--- config.mk ---
export PLATFORM = sky130hd
export DESIGN_NAME = frequency_analyzer_sequencer
export DESIGN_NICKNAME = d
export VERILOG_FILES = /design/src/rtl/freq_analyzer_pkg.sv /design/src/rtl/freq_dominance_classifier.sv /design/src/rtl/frequency_analyzer_sequencer.sv
export SDC_FILE = /design/constraint.sdc
export NUM_CORES = 1
export LEC_CHECK = 0
export CELL_PAD_IN_SITES_DETAIL_PLACEMENT = 1
export CELL_PAD_IN_SITES_GLOBAL_PLACEMENT = 2
export CORE_MARGIN = 8
export CORE_UTILIZATION = 31
export CTS_BUF_LIST = sky130_fd_sc_hd__clkbuf_8 sky130_fd_sc_hd__clkbuf_16
export CTS_CLUSTER_DIAMETER = 60
export DETAILED_ROUTE_END_ITERATION = 6
export HOLD_SLACK_MARGIN = 0.12
export PLACE_DENSITY_LB_ADDON = 0.12
export SLEW_MARGIN = 30
export SYNTH_ARGS = -nofsm -noshare
export SYNTH_HDL_FRONTEND = slang
export SYNTH_SLANG_ARGS = --single-unit
export TNS_END_PERCENT = 30
--- constraint.sdc ---
create_clock -name clock -period 2.5 [get_ports clock]
set_input_delay 0.5 -clock clock [delete_from_list [all_inputs] [get_ports clock]]
set_output_delay 0.5 -clock clock [all_outputs]
set_load 0.05 [all_outputs]
--- src/rtl/freq_analyzer_pkg.sv ---
// rtl/freq_analyzer_pkg.sv - shared types and constants for the frequency analyzer sequencer
//
// Purpose : state encoding, dominance codes and count width shared by the
//           sequencer top and its dominance classifier.
// Ports   : none (package).
package freq_analyzer_pkg;

  localparam int COUNT_W = 32;

  typedef enum logic [2:0] {
    IDLE   = 3'd0,
    CLEAR  = 3'd1,
    GATE   = 3'd2,
    SETTLE = 3'd3,
    LATCH  = 3'd4
  } seq_state_t;

  typedef enum logic [1:0] {
    DOM_NONE  = 2'd0,
    DOM_F1    = 2'd1,
    DOM_F2    = 2'd2,
    DOM_EQUAL = 2'd3
  } dom_code_t;

  // States in which the down-counter paces the sequence and abort is honoured.
  function automatic logic is_timed(input seq_state_t s);
    return (s == CLEAR) || (s == GATE) || (s == SETTLE);
  endfunction

endpackage

--- src/rtl/freq_dominance_classifier.sv ---
// rtl/freq_dominance_classifier.sv - combinational dominant-tone classifier
//
// Purpose : decides which of two tone counts dominates. A tone is present
//           when its count is at least MIN_COUNT (unsigned compare).
// Ports   : f1, f2    - tone counts
//           dominant  - DOM_NONE / DOM_F1 / DOM_F2 / DOM_EQUAL
module freq_dominance_classifier
  import freq_analyzer_pkg::*;
#(
  parameter int unsigned MIN_COUNT = 16
) (
  input  logic [COUNT_W-1:0] f1,
  input  logic [COUNT_W-1:0] f2,
  output logic [1:0]         dominant
);

  localparam logic [COUNT_W-1:0] MIN_VAL = COUNT_W'(MIN_COUNT);

  logic f1_present;
  logic f2_present;

  always_comb begin
    f1_present = (f1 >= MIN_VAL);
    f2_present = (f2 >= MIN_VAL);
    dominant   = DOM_NONE;
    if (f1_present && f2_present) begin
      if (f1 > f2)      dominant = DOM_F1;
      else if (f2 > f1) dominant = DOM_F2;
      else              dominant = DOM_EQUAL;
    end else if (f1_present) begin
      dominant = DOM_F1;
    end else if (f2_present) begin
      dominant = DOM_F2;
    end
  end

endmodule

--- src/rtl/frequency_analyzer_sequencer.sv ---
// rtl/frequency_analyzer_sequencer.sv - gated measurement controller for frequency_analyzer
//
// Purpose : per start request, clears the analyzer, enables it for a gate
//           window, lets the counters settle, then latches both tone counts
//           and the dominant-tone code.
// Ports   : clock, reset_n (async, active-low)
//           start, abort             - run request / cancel
//           f1_value, f2_value       - analyzer counts
//           analyzer_enable/clear    - analyzer controls (sole driver)
//           busy, done               - status; done pulses when results update
//           f1_result, f2_result, dominant - latched results
// Config  : FREQ_ANALYZER_SEQ_CONTINUOUS_EN adds input continuous; while it
//           is high, LATCH goes straight back to CLEAR.
module frequency_analyzer_sequencer
  import freq_analyzer_pkg::*;
#(
  parameter int unsigned CLEAR_CYCLES  = 4,
  parameter int unsigned GATE_CYCLES   = 5000000,
  parameter int unsigned SETTLE_CYCLES = 2,
  parameter int unsigned MIN_COUNT     = 16
) (
  input  logic               clock,
  input  logic               reset_n,
  input  logic               start,
  input  logic               abort,
  input  logic [COUNT_W-1:0] f1_value,
  input  logic [COUNT_W-1:0] f2_value,
`ifdef FREQ_ANALYZER_SEQ_CONTINUOUS_EN
  input  logic               continuous,
`endif
  output logic               analyzer_enable,
  output logic               analyzer_clear,
  output logic               busy,
  output logic               done,
  output logic [COUNT_W-1:0] f1_result,
  output logic [COUNT_W-1:0] f2_result,
  output logic [1:0]         dominant
);

  localparam logic [COUNT_W-1:0] CLEAR_LOAD  = COUNT_W'(CLEAR_CYCLES - 1);
  localparam logic [COUNT_W-1:0] GATE_LOAD   = COUNT_W'(GATE_CYCLES - 1);
  localparam logic [COUNT_W-1:0] SETTLE_LOAD = COUNT_W'(SETTLE_CYCLES - 1);

  seq_state_t         state;
  seq_state_t         next_state;
  logic [COUNT_W-1:0] cnt;
  logic [COUNT_W-1:0] cnt_next;
  logic               repeat_run;
  logic               abort_exit;

  logic               enable_next;
  logic               clear_next;
  logic               busy_next;
  logic               done_next;
  logic [1:0]         dom_comb;

`ifdef FREQ_ANALYZER_SEQ_CONTINUOUS_EN
  assign repeat_run = continuous;
`else
  assign repeat_run = 1'b0;
`endif

  // Abort only matters while a run is actually timing something.
  assign abort_exit = abort && is_timed(state);

  freq_dominance_classifier #(
    .MIN_COUNT (MIN_COUNT)
  ) u_classifier (
    .f1       (f1_value),
    .f2       (f2_value),
    .dominant (dom_comb)
  );

  // State register, counter and registered outputs. Outputs are computed
  // from next_state so each one changes on the same edge as the state.
  always_ff @(posedge clock or negedge reset_n) begin
    if (!reset_n) begin
      state           <= IDLE;
      cnt             <= '0;
      analyzer_enable <= 1'b0;
      analyzer_clear  <= 1'b0;
      busy            <= 1'b0;
      done            <= 1'b0;
      f1_result       <= '0;
      f2_result       <= '0;
      dominant        <= DOM_NONE;
    end else begin
      state           <= next_state;
      cnt             <= cnt_next;
      analyzer_enable <= enable_next;
      analyzer_clear  <= clear_next;
      busy            <= busy_next;
      done            <= done_next;
      if (done_next) begin
        f1_result <= f1_value;
        f2_result <= f2_value;
        dominant  <= dom_comb;
      end
    end
  end

  // Next-state and counter.
  always_comb begin
    next_state = state;
    case (state)
      IDLE:    if (start && !abort) next_state = CLEAR;
      CLEAR:   if (abort)           next_state = IDLE;
               else if (cnt == '0)  next_state = GATE;
      GATE:    if (abort)           next_state = IDLE;
               else if (cnt == '0)  next_state = SETTLE;
      SETTLE:  if (abort)           next_state = IDLE;
               else if (cnt == '0)  next_state = LATCH;
      LATCH:   next_state = repeat_run ? CLEAR : IDLE;
      default: next_state = IDLE;
    endcase

    // Load N-1 on entry to a timed state, otherwise count down to zero.
    cnt_next = cnt;
    if (next_state != state) begin
      case (next_state)
        CLEAR:   cnt_next = CLEAR_LOAD;
        GATE:    cnt_next = GATE_LOAD;
        SETTLE:  cnt_next = SETTLE_LOAD;
        default: cnt_next = '0;
      endcase
    end else if (cnt != '0) begin
      cnt_next = cnt - COUNT_W'(1);
    end
  end

  // Output decode. An abort forces a single clear cycle so the analyzer
  // is left in a known state; enable drops because next_state is IDLE.
  always_comb begin
    enable_next = (next_state == GATE);
    clear_next  = (next_state == CLEAR) || abort_exit;
    busy_next   = (next_state != IDLE);
    done_next   = (next_state == LATCH);
  end

endmodule

==> results of run 1 <==
==> per-layer routing <==
metal	vias to the layer above	wire length, µm	GRT usage
li1	2201	-	-
met2	95	8660	0.281
met3	15	1140	0.0561
met5	-	0	0
met4	0	250	0.0505
met1	2283	7350	0.196
==> worst min-delay path by stage <==
stage,cells past startpoint,start,end
CTS,1,f1_result[11],f1_result[11]
finish,1,f1_result[14],f1_result[14]
floorplan,0,reset_n,analyzer_clear
detailed placement,1,reset_n,f1_result[24]
global route,1,f1_result[11],f1_result[11]
global placement,1,reset_n,f1_result[24]
==> cells by family after synthesis <==
family,count (synthesis),share of synthesized area
and+or+nand+nor,156,0.157
DFF,105,0.481
muxes,65,0.134
AOI/OAI and AO/OA,58,0.0731
buffers and inverters,50,0.0392
adders and majority gates,33,0.0756
xor gates and xnor gates,25,0.0401
==> critical path, stage by stage <==
cell             delay (ps)
clkdlybuf4s50_1         510
inv_1                    60
ha_1                    330
a31oi_1                 200
o21ai_1                 100
a2111oi_1               450
buf_4                   190
o22ai_2                  70
a21oi_2                 150
a221oi_1                100
==> power groups by stage <==
stage                     combinational, mW  clock (mW)  sequential [mW]
after floorplan                        1.04           0             2.12
after global placement                 1.74           0             2.12
after detailed placement               1.81           0             2.13
after CTS                              1.83        1.48             2.10
after global routing                   2.07        1.53             2.14
final                                  1.85        1.42             2.11
==> cells in the final DEF (no fill, tap or decap), types with 4 or more instances in the layout <==
master / netlist / routed
or3_1: 8 / 8
ha_1: 33 / 32
nand4_1: 8 / 8
o211ai_1: 4 / 4
o21ai_0: 12 / 11
inv_1: 37 / 37
nor2_1: 46 / 46
mux2_1: 20 / 20
clkdlybuf4s50_1: 0 / 136
nand3_1: 8 / 8
xnor2_1: 22 / 22
clkbuf_16: 0 / 9
nor4_1: 28 / 26
dfrtp_1: 105 / 105
mux2_2: 45 / 45
a31oi_1: 6 / 6
nand2_1: 21 / 21
nor3_1: 13 / 12
buf_12: 0 / 4
buf_4: 1 / 76
a21o_1: 4 / 4
a21oi_1: 14 / 13
==> cell type report <==
| type | instances | area, µm² | area share |
|---|---|---|---|
| clock buffer | 11 | 253 | 0.0315 |
| clock inverter | 5 | 40.0 | 0.00499 |
| inverter | 37 | 139 | 0.0173 |
| multi-input combinational | 337 | 2660 | 0.332 |
| sequential | 105 | 2630 | 0.327 |
| tap | 225 | 282 | 0.0351 |
| timing repair buffer | 217 | 2020 | 0.252 |
==> registers in the layout (all words and copies together) (netlist names) <==
| name | flops |
|---|---|
| busy | 1 |
| state | 3 |
| f1_result | 32 |
| analyzer_enable | 1 |
| analyzer_clear | 1 |
| done | 1 |
| f2_result | 32 |
| cnt | 32 |
| dominant | 2 |
==> per-stage QoR <==
| step | hold slack, ps | setup slack (ps) | total power [mW] |
|---|---|---|---|
| final | 487 | 68.8 | 5.38 |
| after global routing | 512 | -23.5 | 5.74 |
| after CTS | 494 | 31.6 | 5.41 |
| after detailed placement | 444 | -420 | 3.94 |
| after global placement | 445 | -303 | 3.86 |
| after floorplan | 204 | 150 | 3.15 |
==> timing repair <==
item / CTS / global route
setup endpoints to repair: 1 / 68
hold buffers: 1 / 0
pin swaps: 1 / 3
hold endpoints to repair: 24 / 0
resized for setup: 1 / 9
==> summary.txt, run 1 <==
Status
  • Run status: completed

Yosys
  • Most common cell in the synthesized netlist: dfrtp_1
  • Syn nets: 593
  • Dominant cells by area after synthesis: dfrtp_1 48%, mux2_2 9.3%, ha_1 7.6%
  • Flops & latches, synth: 105
  • Sequential fraction of the synthesis area: 0.481
  • Async SR Flop Fraction: 1.00
  • Commonest cells post-synth: 105 x dfrtp_1, 46 x nor2_1, 45 x mux2_2
  • Post-synth top flop: dfrtp_1
  • Area leader, netlist: dfrtp_1
  • Synth Area per Inst: 11.1 µm²
  • Distinct cell type count after synthesis: 50
  • Synth Instances: 492
  • Post-synth EDFFs: 0
  • Post-Synthesis Cell Area: 5460 µm²
  • Ys Warns: 0
  • Share of the synthesized area in the top cell type: 0.481

Detailed routing
  • DR WL/cell: 18.6 µm
  • Vias: 4,594
  • Vias per inst: 4.90
  • Initial drt markers: 180
  • 1st-pass router iterations: 4
  • Drt total wl: 17,400 µm
  • Detail Route Antenna Nets: 0
  • Remaining DRCs: 0

Worst setup path
  • Crit start category: input pin
  • Setup crit start: f1_value[6]
  • Worst path required time: 2730 ps
  • Cells on worst reg2reg path: 8
  • Critical Path Fanout Max: 3
  • Critical path class: input pin to flop
  • Crit path capture type: flop
  • Critical Path AT: 2660 ps
  • Worst r2r dst: dominant[0]
  • R2R Setup Slk: 150 ps
  • End point of the critical path: dominant[1]
  • Reg2reg start: cnt[28]

Power and ir drop
  • Net Sw Frac: 0.350
  • Clock power frac: 0.263
  • Comb power frac: 0.344
  • Sw power: 1.88 mW
  • Int Power: 3.49 mW
  • Static leakage: 3.80 nW
  • Sequential Power Share: 0.392
  • Pwr dens: 670 nW/µm²
  • Worst vdd ir: 0.484 mV

Die
  • Floorplan row count: 48
  • Starting Density: 0.317
  • Die W: 149 µm
  • Total Die Area: 22,100 µm²
  • Chip Height: 149 µm
  • Boundary pin count: 138
  • Core area: 17,200 µm²

Placement
  • Post-placement cell count: 920
  • Dpl hpwl: 13,900 µm
  • Routability cong.: 0.802
  • Port bufs: 137
  • Dpl cell area: 7680 µm²

Clock tree
  • CTS buffer count: 9
  • CTS tree: yes
  • Clk buf depth: 2
  • Worst-Skew Late Latency: 360 ps
  • Clock slew at reported path FFs: 80 ps
  • Clock Tree Root: clkbuf_16
  • H-tree depth: 3
  • Post-CTS setup buffer count: 0
  • Sink Count: 105

Timing
  • Final critical-path share of the clock period: 0.972
  • Endpoints failing hold: 0
  • Max Slew Vio Count: 0
  • Max Freq: 411 MHz
  • Relative slew slack: 0.599
  • Worst slew pin tran: 600 ps
  • Final TNS setup: 0 ps
  • Setup violators final: 0
  • Clock Skew: 9.78 ps
  • RSZ-0062 raised after global routing: true
  • Crit path time final: 2430 ps

Global route
  • First-pass GRT wire length: 29,100 µm
  • Initial antenna violation count: 0
  • Largest net degree at the start of global routing: 42
  • Vias in the first global route: 5,281
  • Tot GR Track Use: 0.166
  • Gr ovfl total: 0

Cells and area
  • Layout Cells excl Fill: 937
  • Layout cells sized above 1: 0.229
  • Layout Nets: 808
  • End-of-flow core utilization: 0.466
  • Fillers: 1,884
  • Area growth from synthesis to layout: 47.0%
  • Fin area: 8030 µm²
  • ANT cells: 0

Hold path
  • Worst hold path type: flop to flop

Flow run
  • Maxcap violations: 0
Power figures use the tool's default switching activity.
==> inputs of run 2 (changes only) <==
Settings changed: ABC_CLOCK_PERIOD_IN_PS from default to 2500.
==> results of run 2 <==
Same layout as run 1: the final DEF is identical, and so are final timing and power.
==> inputs of run 3 (changes only) <==
Settings changed: ABC_CLOCK_PERIOD_IN_PS 2500 to 2600, CORE_ASPECT_RATIO from default to 0.7.
Clock period 2.5 ns to 2.6 ns, I/O delays scaled along.
==> run 3 against run 2 <==
Compared with the run above: non-clock buffer count up 5; cell area grew 0.69%; combinational power grew 3%; final cell count grew 1.3%; hold slack lost 350 ps; total power up 0.21%; global-route usage is 0.32 points lower; critical path depth unchanged; sequential power decreased by 4%; register-to-register slack better by 30 ps; largest cell class unchanged.
==> summary.txt, run 3 (same netlist as run 1, synthesis figures left out) <==
Die
  • Total Die Area: 22,200 µm² (+0.31%)
  • Floorplan row count: 40 (-17%)
  • Boundary pin count: 138 (unchanged)
  • Chip Height: 127 µm (-15%)
  • Starting Density: 0.317 (+0.000368)
  • Core area: 17,200 µm² (-0.12%)
  • Die W: 175 µm (+17%)

Timing
  • Worst slew pin tran: 739 ps (+140 ps)
  • RSZ-0062 raised after global routing: false
  • Endpoints failing hold: 0 (unchanged)
  • Final TNS setup: 0 ps (unchanged)
  • Final worst slack: 181 ps (+112 ps)
  • Max Freq: 413 MHz
  • Setup violators final: 0 (unchanged)
  • Final critical-path share of the clock period: 0.930
  • Relative slew slack: 0.503 (-0.0963)
  • Max Slew Vio Count: 0 (unchanged)
  • Fin Hold WS: 134 ps (-352 ps)
  • Clock Skew: 11.4 ps (+1.58 ps)
  • Crit path time final: 2420 ps

Clock tree
  • H-tree depth: 3 (unchanged)
  • Clock Tree Root: clkbuf_16
  • CTS buffer count: 9 (unchanged)
  • Sink Count: 105 (unchanged)
  • Worst-Skew Late Latency: 360 ps (about the same)
  • Clk buf depth: 2 (unchanged)
  • CTS tree: yes
  • Clock slew at reported path FFs: 80 ps (about the same)

Global route
  • Initial antenna violation count: 1 (+1)
  • Vias in the first global route: 5,071 (-4.0%)
  • Gr ovfl total: 0 (unchanged)
  • Tot GR Track Use: 0.163 (-0.00319)
  • First-pass GRT wire length: 28,800 µm (-1.3%)
  • Largest net degree at the start of global routing: 39 (-7.1%)

Cells and area
  • Commonest non-fill, non-tap cells in the layout: 136 x clkdlybuf4s50_1, 105 x dfrtp_1, 80 x buf_4, 46 x nor2_1, 45 x mux2_2
  • Top Registers: cnt x32, f1_result x32, f2_result x32
  • Layout Nets: 813 (+0.62%)
  • Layout Cells excl Fill: 949 (+1.3%)
  • Area growth from synthesis to layout: 48.0%
  • Layout cells sized above 1: 0.226 (-0.00299)
  • Fin area: 8080 µm² (+0.69%)
  • Fillers: 1,919 (+1.9%)
  • Commonest non-fill, non-tap cell in the layout: clkdlybuf4s50_1
  • End-of-flow core utilization: 0.469 (+0.00374)

Detailed routing
  • 1st-pass router iterations: 4 (unchanged)
  • DR WL/cell: 18.7 µm (+0.89%)
  • Vias per inst: 4.81 (-1.9%)
  • Vias: 4,565 (-0.63%)
  • Remaining DRCs: 0 (unchanged)
  • Initial drt markers: 220 (+22%)
  • Drt total wl: 17,800 µm (+2.2%)
  • Detail Route Antenna Nets: 0 (unchanged)

Placement
  • Dpl cell area: 7730 µm² (+0.72%)
  • Dpl ws: -150 ps (+270 ps)
  • Post-placement cell count: 929 (+0.98%)
  • Dpl hpwl: 14,300 µm (+3.1%)
  • Routability cong.: 0.773 (-3.6%)
  • Port bufs: 137 (unchanged)

Flow run
  • Maxcap violations: 0 (unchanged)

Worst setup path
  • Worst path required time: 2830 ps (+100 ps)
  • Reg2reg start: cnt[0]
  • Crit path capture type: flop
  • Critical Path Fanout Max: 18 (+15)
  • Setup crit start: cnt[0]
  • Critical path class: flop to flop
  • Crit start category: flop
  • Critical Path AT: 2650 ps (about the same)

Power and ir drop
  • Worst vdd ir: 0.289 mV (-40%)
  • Pwr dens: 667 nW/µm² (-0.47%)
  • Static leakage: 3.84 nW (+1.2%)
  • Tot Pwr: 5.39 mW (+0.21%)

Status
  • Run status: completed

Hold path
  • Worst hold path type: input pin to async pin
run 3: cell types whose count changed in the layout (fill, tap and decap cells not counted), sizes merged:
cell / before / now
inv: 37 / 38
diode: 0 / 1
buf: 80 / 86
bufinv: 0 / 1
clkinvlp: 3 / 1
dlygate4sd3: 1 / 0
run 3: report_power, final:
part / switching [mW] / internal (mW)
Sequential: 0.222 / 1.81
Clock: 0.647 / 0.798
Combinational: 0.987 / 0.926
Total: 1.86 / 3.53
run 3: critical path, stage by stage, from the launching register on:
cell and delay (ps):
dfrtp_1 390, inv_1 60, ha_1 180, nor3b_1 200, buf_4 170, nand3_2 50, buf_4 180, nor4_4 350
buf_12 190, buf_12 160, mux2_1 340
run 3: area by class of cell:
cell class	instances	area [µm²]	area share
multi-input cells	337	2630	0.326
clock buffers	11	253	0.0313
flip-flops and latches	105	2630	0.325
diodes	1	2.50	0.000310
inverters	37	139	0.0172
repair buffers	222	2080	0.258
well taps	231	289	0.0358
clock inverters	5	55.1	0.00681
run 3: final timing paths:
path	end	slack [ps]	depth (start not counted)
worst max-delay path	f1_result[14]	180	10
worst min-delay path	f1_result[11]	130	1
worst max register to register	f1_result[14]	180	10
worst min register to register	f1_result[18]	490	1
max in group asynchronous	f1_result[31]	1680	2
min in group clock	f1_result[18]	490	1
run 3: repair_timing:
| item | CTS | global route |
|---|---|---|
| pin swaps | 0 | 2 |
| buffers inserted | 0 | 3 |
| resized for setup | 1 | 1 |
| setup endpoints to repair | 49 | 37 |
| hold buffers | 0 | 0 |
run 3: routing by layer:
layer | track usage | wire (µm) | up-vias
li1 | - | - | 2203
met1 | 0.227 | 8790 | 2238
met2 | 0.238 | 7550 | 106
met3 | 0.0503 | 1160 | 18
met4 | 0.0472 | 272 | 0
met5 | 0 | 0 | -
